### src/rtl/instr_issuer.sv
// Instruction issuer: buffers a short program and hands it one word at a time to the control unit.
// Build macro INSTR_ISSUER_STEP_EN adds a `step` input and a STALL state for single-stepping.
module instr_issuer #(
  parameter int DEPTH   = 16,
  parameter int AW      = 4,
  parameter int TIMEOUT = 8
) (
  input  logic          clock,
  input  logic          Rest,
  input  logic          load_en,
  input  logic [15:0]   load_data,
  input  logic          clear,
  input  logic          start,
  input  logic          abort,
  input  logic          Done,
`ifdef INSTR_ISSUER_STEP_EN
  input  logic          step,
`endif
  output logic [15:0]   instruction,
  output logic          Run,
  output logic          busy,
  output logic          finished,
  output logic          err,
  output logic [1:0]    err_code,
  output logic [AW-1:0] pc,
  output logic [AW:0]   prog_len,
  output logic [2:0]    o_dbg_state
);
  // Handshake: Run is the valid and instruction is stable while it is high; Done is a one-cycle
  // completion strobe that only counts in ISSUE, and Run is low the cycle after Done is sampled.
  localparam int CW = $clog2(TIMEOUT + 1);
  localparam logic [AW:0]   LEN_FULL = (AW+1)'(DEPTH);
  localparam logic [CW-1:0] T_LAST   = CW'(TIMEOUT - 1);

  typedef enum logic [2:0] {
    S_IDLE   = 3'd0,
    S_CHECK  = 3'd1,
    S_ISSUE  = 3'd2,
    S_ADV    = 3'd3,
    S_FINISH = 3'd4
`ifdef INSTR_ISSUER_STEP_EN
    , S_STALL = 3'd5
`endif
  } state_t;

  state_t        r_state;
  logic [15:0]   r_buf [DEPTH];
  logic [15:0]   r_instr;
  logic          r_run;
  logic          r_busy;
  logic          r_finished;
  logic          r_err;
  logic [1:0]    r_err_code;
  logic [AW-1:0] r_pc;
  logic [AW:0]   r_len;
  logic [CW-1:0] r_tcnt;

  logic          w_loadable;
  logic          w_wr_en;
  logic          w_last;
  logic [15:0]   w_cur;

  assign w_loadable = (r_state == S_IDLE) || (r_state == S_FINISH);
  assign w_wr_en    = !Rest && w_loadable && load_en && !clear && (r_len != LEN_FULL);
  assign w_last     = ({1'b0, r_pc} == (r_len - 1'b1));
  assign w_cur      = r_buf[r_pc];

  // Buffer contents are don't-care after reset, so the array carries no reset.
  always_ff @(posedge clock) begin
    if (w_wr_en) r_buf[r_len[AW-1:0]] <= load_data;
  end

  always_ff @(posedge clock) begin
    if (Rest) begin
      r_state    <= S_IDLE;
      r_instr    <= '0;
      r_run      <= 1'b0;
      r_busy     <= 1'b0;
      r_finished <= 1'b0;
      r_err      <= 1'b0;
      r_err_code <= 2'b00;
      r_pc       <= '0;
      r_len      <= '0;
      r_tcnt     <= '0;
    end else if (abort && r_busy) begin
      // Abort beats Done and any pending check; pc and err keep their values.
      r_state <= S_IDLE;
      r_run   <= 1'b0;
      r_busy  <= 1'b0;
      r_tcnt  <= '0;
    end else begin
      case (r_state)
        S_IDLE, S_FINISH: begin
          if (clear) begin
            r_len      <= '0;
            r_err      <= 1'b0;
            r_err_code <= 2'b00;
            r_finished <= 1'b0;
          end else if (load_en) begin
            if (r_len == LEN_FULL) begin
              r_err      <= 1'b1;
              r_err_code <= 2'b11;
            end else begin
              r_len <= r_len + 1'b1;
            end
          end else if (start && !r_err) begin
            if (r_len == '0) begin
              r_state    <= S_FINISH;
              r_finished <= 1'b1;
            end else begin
              r_pc       <= '0;
              r_finished <= 1'b0;
              r_busy     <= 1'b1;
              r_state    <= S_CHECK;
            end
          end
        end
        S_CHECK: begin
          r_instr <= w_cur;
          if (w_cur[15]) begin
            r_err      <= 1'b1;
            r_err_code <= 2'b01;
            r_busy     <= 1'b0;
            r_state    <= S_IDLE;
          end else begin
            r_run   <= 1'b1;
            r_tcnt  <= '0;
            r_state <= S_ISSUE;
          end
        end
        S_ISSUE: begin
          if (Done) begin
            r_run  <= 1'b0;
            r_tcnt <= '0;
            if (w_last) begin
              r_finished <= 1'b1;
              r_busy     <= 1'b0;
              r_state    <= S_FINISH;
            end else begin
              r_pc <= r_pc + 1'b1;
`ifdef INSTR_ISSUER_STEP_EN
              r_state <= S_STALL;
`else
              r_state <= S_ADV;
`endif
            end
          end else if (r_tcnt == T_LAST) begin
            r_run      <= 1'b0;
            r_tcnt     <= '0;
            r_err      <= 1'b1;
            r_err_code <= 2'b10;
            r_busy     <= 1'b0;
            r_state    <= S_IDLE;
          end else begin
            r_tcnt <= r_tcnt + 1'b1;
          end
        end
        // One idle cycle after Done gives the control unit a Run-low gap before the next CHECK.
        S_ADV: r_state <= S_CHECK;
`ifdef INSTR_ISSUER_STEP_EN
        S_STALL: begin
          if (step) r_state <= S_CHECK;
        end
`endif
        default: r_state <= S_IDLE;
      endcase
    end
  end

  assign instruction = r_instr;
  assign Run         = r_run;
  assign busy        = r_busy;
  assign finished    = r_finished;
  assign err         = r_err;
  assign err_code    = r_err_code;
  assign pc          = r_pc;
  assign prog_len    = r_len;
  assign o_dbg_state = r_state;
endmodule

### config.mk
export PLATFORM = sky130hd
export DESIGN_NAME = instr_issuer
export DESIGN_NICKNAME = d
export VERILOG_FILES = /design/src/rtl/instr_issuer.sv
export SDC_FILE = /design/constraint.sdc
export NUM_CORES = 1
export LEC_CHECK = 0
export CAP_MARGIN = 25
export CORE_ASPECT_RATIO = 1.5
export CORE_UTILIZATION = 64
export DETAILED_ROUTE_END_ITERATION = 8
export GPL_ROUTABILITY_DRIVEN = 0
export PLACE_DENSITY_LB_ADDON = 0.08
export SLEW_MARGIN = 20
export SYNTH_ARGS = -nofsm -noshare
export SYNTH_HDL_FRONTEND = slang
export SYNTH_SLANG_ARGS = --single-unit
export TNS_END_PERCENT = 1
### constraint.sdc
create_clock -name clock -period 8.1 [get_ports clock]
set_input_delay 2.43 -clock clock [delete_from_list [all_inputs] [get_ports clock]]
set_output_delay 2.43 -clock clock [all_outputs]
set_load 0.05 [all_outputs]
# --- Yosys cells after proc, flatten, opt, wreduce, memory -nomap -nowiden ---
# Memories as Yosys holds them, arrays and structs flattened. A register that Yosys moved wholly into a read port is not among the register bits.
# Index checks and enable logic that the tools add are counted.
totals:
  mem_bits_rw: 256
  n_memories: 1
  regBits: 38
  word_cells: 129
  output_inout_bits: 34
op_classes:
  muxes: 60
  n_eq_ne: 26
  addsub: 4
  reduce_logical: 27
  bitwise: 1
memory_table:
  columns: ["memory", "words", "word_bits", "rd", "rd_clocked_by_memory_dff", "write_ports", "line_no", "source"]
  rows:
  - ["r_buf", 16, 16, 1, 1, 1, "47", "logic [15:0] r_buf [DEPTH];"]
op_table:
  columns: ["cell", "n"]
  rows:
  - ["$mux 4", 11]
  - ["$mux 1", 24]
  - ["$ne 2x2->1 const B", 12]
  - ["$mux 3", 7]
  - ["$ne 3x3->1 const B", 6]
  - ["$pmux 4 s2", 2]
  - ["$reduce_and 8->1", 2]
  - ["$mux 5", 3]
  - ["$mux 2", 7]
  - ["$pmux 3 s4", 1]
  - ["$add 4x1->4 const B", 2]
  - ["$reduce_and 4->1", 2]
  - ["$reduce_and 7->1", 1]
  - ["$eq 3x2->1 const B", 2]
  - ["$logic_and 1x1->1", 6]
  - ["$pmux 1 s3", 2]
  - ["$pmux 2 s3", 1]
  - ["$reduce_and 6->1", 1]
  - ["$reduce_bool 2->1", 3]
  - ["$add 5x1->5 const B", 1]
  - ["$eq 4x5->1", 1]
  - ["$eq 5x5->1 const B", 1]
  - ["$logic_not 5->1", 1]
  - ["$ne 5x5->1 const B", 1]
  - ["13 further kinds", 18]

# --- Longest topological paths before layout ---
logic_depth:
  word_depth: 8
  ltp_mapped: 7

# --- Worst setup path before layout ---
# Ideal clock, no wire load.
synth_timing:
  kind: "input to register"
  startpoint: "in clear"
  endpoint: "mem r_buf[1][0], enable pin"
  stages: 4
  arrival_ns: 4.163
  t_required_ns: 7.691
  setup_time_ns: 0.409
  slack_ns: 3.527
  cell_sequence: "buf_6 -> nor3_1 -> nand2_1 -> nor3_1"
synth_between:
  elab_chain_len: 5
synth_lines:
  columns: ["element", "line_no", "source"]
  rows:
  - ["start, declared", "12", "input logic clear,"]
  - ["$logic_not 1->1", "64", "assign w_wr_en = !Rest && w_loadable && load_en && !clear && (r_len != LEN_FULL);"]
  - ["$logic_and 1x1->1 (2 in series)", "64", null]
  - ["$mux 1", "70", "if (w_wr_en) r_buf[r_len[AW-1:0]] <= load_data;"]
  - ["$mux 1 (implied by the code)", "70", null]
  - ["end, declared", "47", null]
# No other way between the ends.

# --- Worst setup path after layout ---
layout_timing:
  startpoint: "reg r_len[2], in the netlist prog_len[2]"
  endpoint: "out prog_len[2]"
layout_rtl:
  columns: ["element", "line_no", "source"]
  rows:
  - ["start, declared", "55", "logic [AW:0] r_len;"]
  - ["start signal, assigned", "104", "r_len <= r_len + 1'b1;"]
  - ["end, declared", "26", "output logic [AW:0] prog_len,"]
# No word-level cell between the ends.

==> impl_metrics.ini <==
[flow_run]
drv_cap = 0

[logic_synthesis]
syn-instance-count = 597
synthTopCellsByArea = edfxtp_1 66%, mux4_2 15%, dfxtp_1 7.2%
async_flop_share_pct = 0
netlist_area_um2 = 11700
synth_seq_cells = 298
ys.flop_type = edfxtp_1
yosysWarnings = 0
synth.distinct_cells = 51
synth_nets = 626
synth-edff-count = 256
synth_top_cell_area_share_pct = 65.71
syn_area_per_cell_um2 = 19.60
seq_area_frac_synth_pct = 72.90
synth_top_area_cell = edfxtp_1

[setup_path]
r2r_slack_ns = 5.02
slowest_stage = clkdlybuf4s50_1
path_class = flip-flop to output port
path_delay_family = buffers and inverters
cp-end-kind = output port
path_max_fanout = 16
worstPathArrival_ns = 2.23
cp.required_ns = 5.67
critical_path.n_buffers_inverters = 1
cpPeakStageDelay_ns = 0.93
worstPathCellList = clkdlybuf4s50_1
critPathLaunchType = flip-flop

[drt]
wl_met3_um = 1734
ant_nets = 0
met1_length_um = 9534
initialDrtViolationCount = 643
routed.top_layer = met5
routedWlPerCell_um = 28.97
first_pass_iters = 5
dr_wl_met2_um = 14020
viasPerCell = 6.779
wl_um = 26100
drc = 0
num_vias = 6108

[cells_and_area]
area_delta_synth_final_pct = 14.98
fin_util_pct = 74.97
drive_above_1_share_pct = 22.51
num_antenna_cells = 0
layout.nets = 693

[clocking]
cts_made_buffers = 26
cts_root_buf = clkbuf_16
cts_setup_buffers = 0
htreeDepth = 1
postCtsHoldBufs = 0
clkSinkCount = 298
clkSlewWorstSetupHoldPaths_ns = 0.07
tritoncts = yes
clock_path_buffers = 3
insertion_delay_ns = 0.52
cts_resized = 0

[timing]
relSlewSlack_pct = 32.37
timing.final.crit_period_ns = 4.656
fin_skew_ns = 0.008503
clock.fmax_mhz = 214.8
postLayoutSetupSlackWorst_ns = 3.444
tightest_slew_ns = 1.013
setup-tns-final_ns = 0
finalHoldViolations = 0
grt_setup_unrepaired = false
drv_slew = 0
setup_viol = 0
min_period_over_period_pct = 57.48
whs_ns = 0.4581

[placed_design]
port_buffers = 56
dp_hpwl_um = 16630
dp_worst_setup_slack_ns = 3.086

[power]
ir_worst_vdd_mv = 0.2145
powerDensity_nw_per_um2 = 231.1
p_leak_nw = 4.157

[die]
rows = 60
core-area_um2 = 17940
ioPinCount = 57
fp.dieH_um = 167.6
start_util_pct = 65.20
dieArea_um2 = 18830
die_w_um = 112.4

[global_routing]
grt_pass1_wl_um = 39280
grt_overflow_total = 0
antenna_found_initial = 1
first_global_vias = 6179
grt_max_degree = 63
grtUsageTotal_pct = 29.33

[worst_hold_path]
hold_class = flip-flop to flip-flop

[run_status]
status = finished, final reports clean
[sequential cells by signal (all words and copies together) (netlist names), named ones only]
signal       flops
Run              1
busy             1
err              1
err_code         2
finished         1
instruction     16
o_dbg_state      3
pc               4
prog_len         5
r_buf          256
r_tcnt           4
[power breakdown]
| group | switching (mW) | internal (mW) | leakage, nW |
|---|---|---|---|
| Combinational | 0.0663 | 0.0331 | 1.07 |
| Clock | 0.533 | 0.798 | 0.440 |
| Sequential | 0.00616 | 1.67 | 2.64 |
| Total | 0.606 | 2.50 | 4.16 |
[synth_stat cells (2+ instances only)]
| cell | instances |
|---|---|
| dfxtp_1 | 42 |
| inv_1 | 6 |
| nor2_1 | 26 |
| nor3_1 | 9 |
| buf_2 | 6 |
| nand2b_1 | 6 |
| clkbuf_1 | 15 |
| nand2_1 | 24 |
| mux2i_1 | 7 |
| nand3b_1 | 3 |
| xor2_1 | 2 |
| nor4b_2 | 2 |
| buf_4 | 6 |
| nand3_1 | 12 |
| a31o_2 | 2 |
| a31oi_1 | 8 |
| o21ai_0 | 12 |
| mux4_2 | 79 |
| ha_1 | 6 |
| edfxtp_1 | 256 |
| a32o_1 | 16 |
| a21oi_1 | 13 |
| and2_1 | 3 |
| xnor2_1 | 7 |
| nor2b_1 | 3 |
[cells by family after synthesis]
| logic type | Yosys count | synth area share, % |
|---|---|---|
| adders and majority gates | 6 | 0.6417 |
| AOI/OAI and AO/OA | 67 | 4.171 |
| buffers and inverters | 35 | 1.444 |
| xor gates and xnor gates | 9 | 0.6738 |
| DFF | 298 | 72.90 |
| and+or+nand+nor | 96 | 4.364 |
| muxes | 86 | 15.81 |
[through the flow]
step,instances,instance area [um^2],total power [mW]
floorplan,597,11700,1.755
global placement,853,12530,1.805
detailed placement,853,12530,1.810
CTS,901,13450,3.119
global route,901,13450,3.183
finish,901,13450,3.109
[final cells by class]
| type | instances | area [um^2] |
|---|---|---|
| clock buffer | 31 | 690.7 |
| tap | 217 | 271.5 |
| sequential | 298 | 8533 |
| clock inverter | 17 | 232.7 |
| inverter | 6 | 22.52 |
| multi-input combinational | 264 | 3050 |
| timing repair buffer | 68 | 650.6 |
| fill | 1029 | 4491 |
[cell usage in the layout (no fill, tap or decap), drive strengths merged, types with 3 or more instances in the layout]
cell type	n
a21oi	13
a31oi	8
a32o	16
and2	3
buf	12
bufinv	6
clkbuf	31
clkdlybuf4s50	56
clkinv	8
clkinvlp	3
dfxtp	42
edfxtp	256
ha	6
inv	6
mux2i	7
mux4	79
nand2	24
nand2b	6
nand3	12
nand3b	3
nor2	26
nor2b	3
nor3	9
nor4b	3
o21ai	13
xnor2	7
[final timing paths]
kind,start,depth (start not counted),to
min reg2reg,err_code[0],2,err_code[0]
max,prog_len[2],1,prog_len[2]
max reg2reg,prog_len[0],7,r_buf[8][4]
min,err_code[0],2,err_code[0]
[per-layer routing]
layer / global-route usage (%) / vias up
li1: - / 2594
met1: 38.79 / 3146
met2: 52.17 / 304
met3: 2.968 / 62
met4: 8.522 / 2
met5: 0 / -
Power figures use the tool's default switching activity.
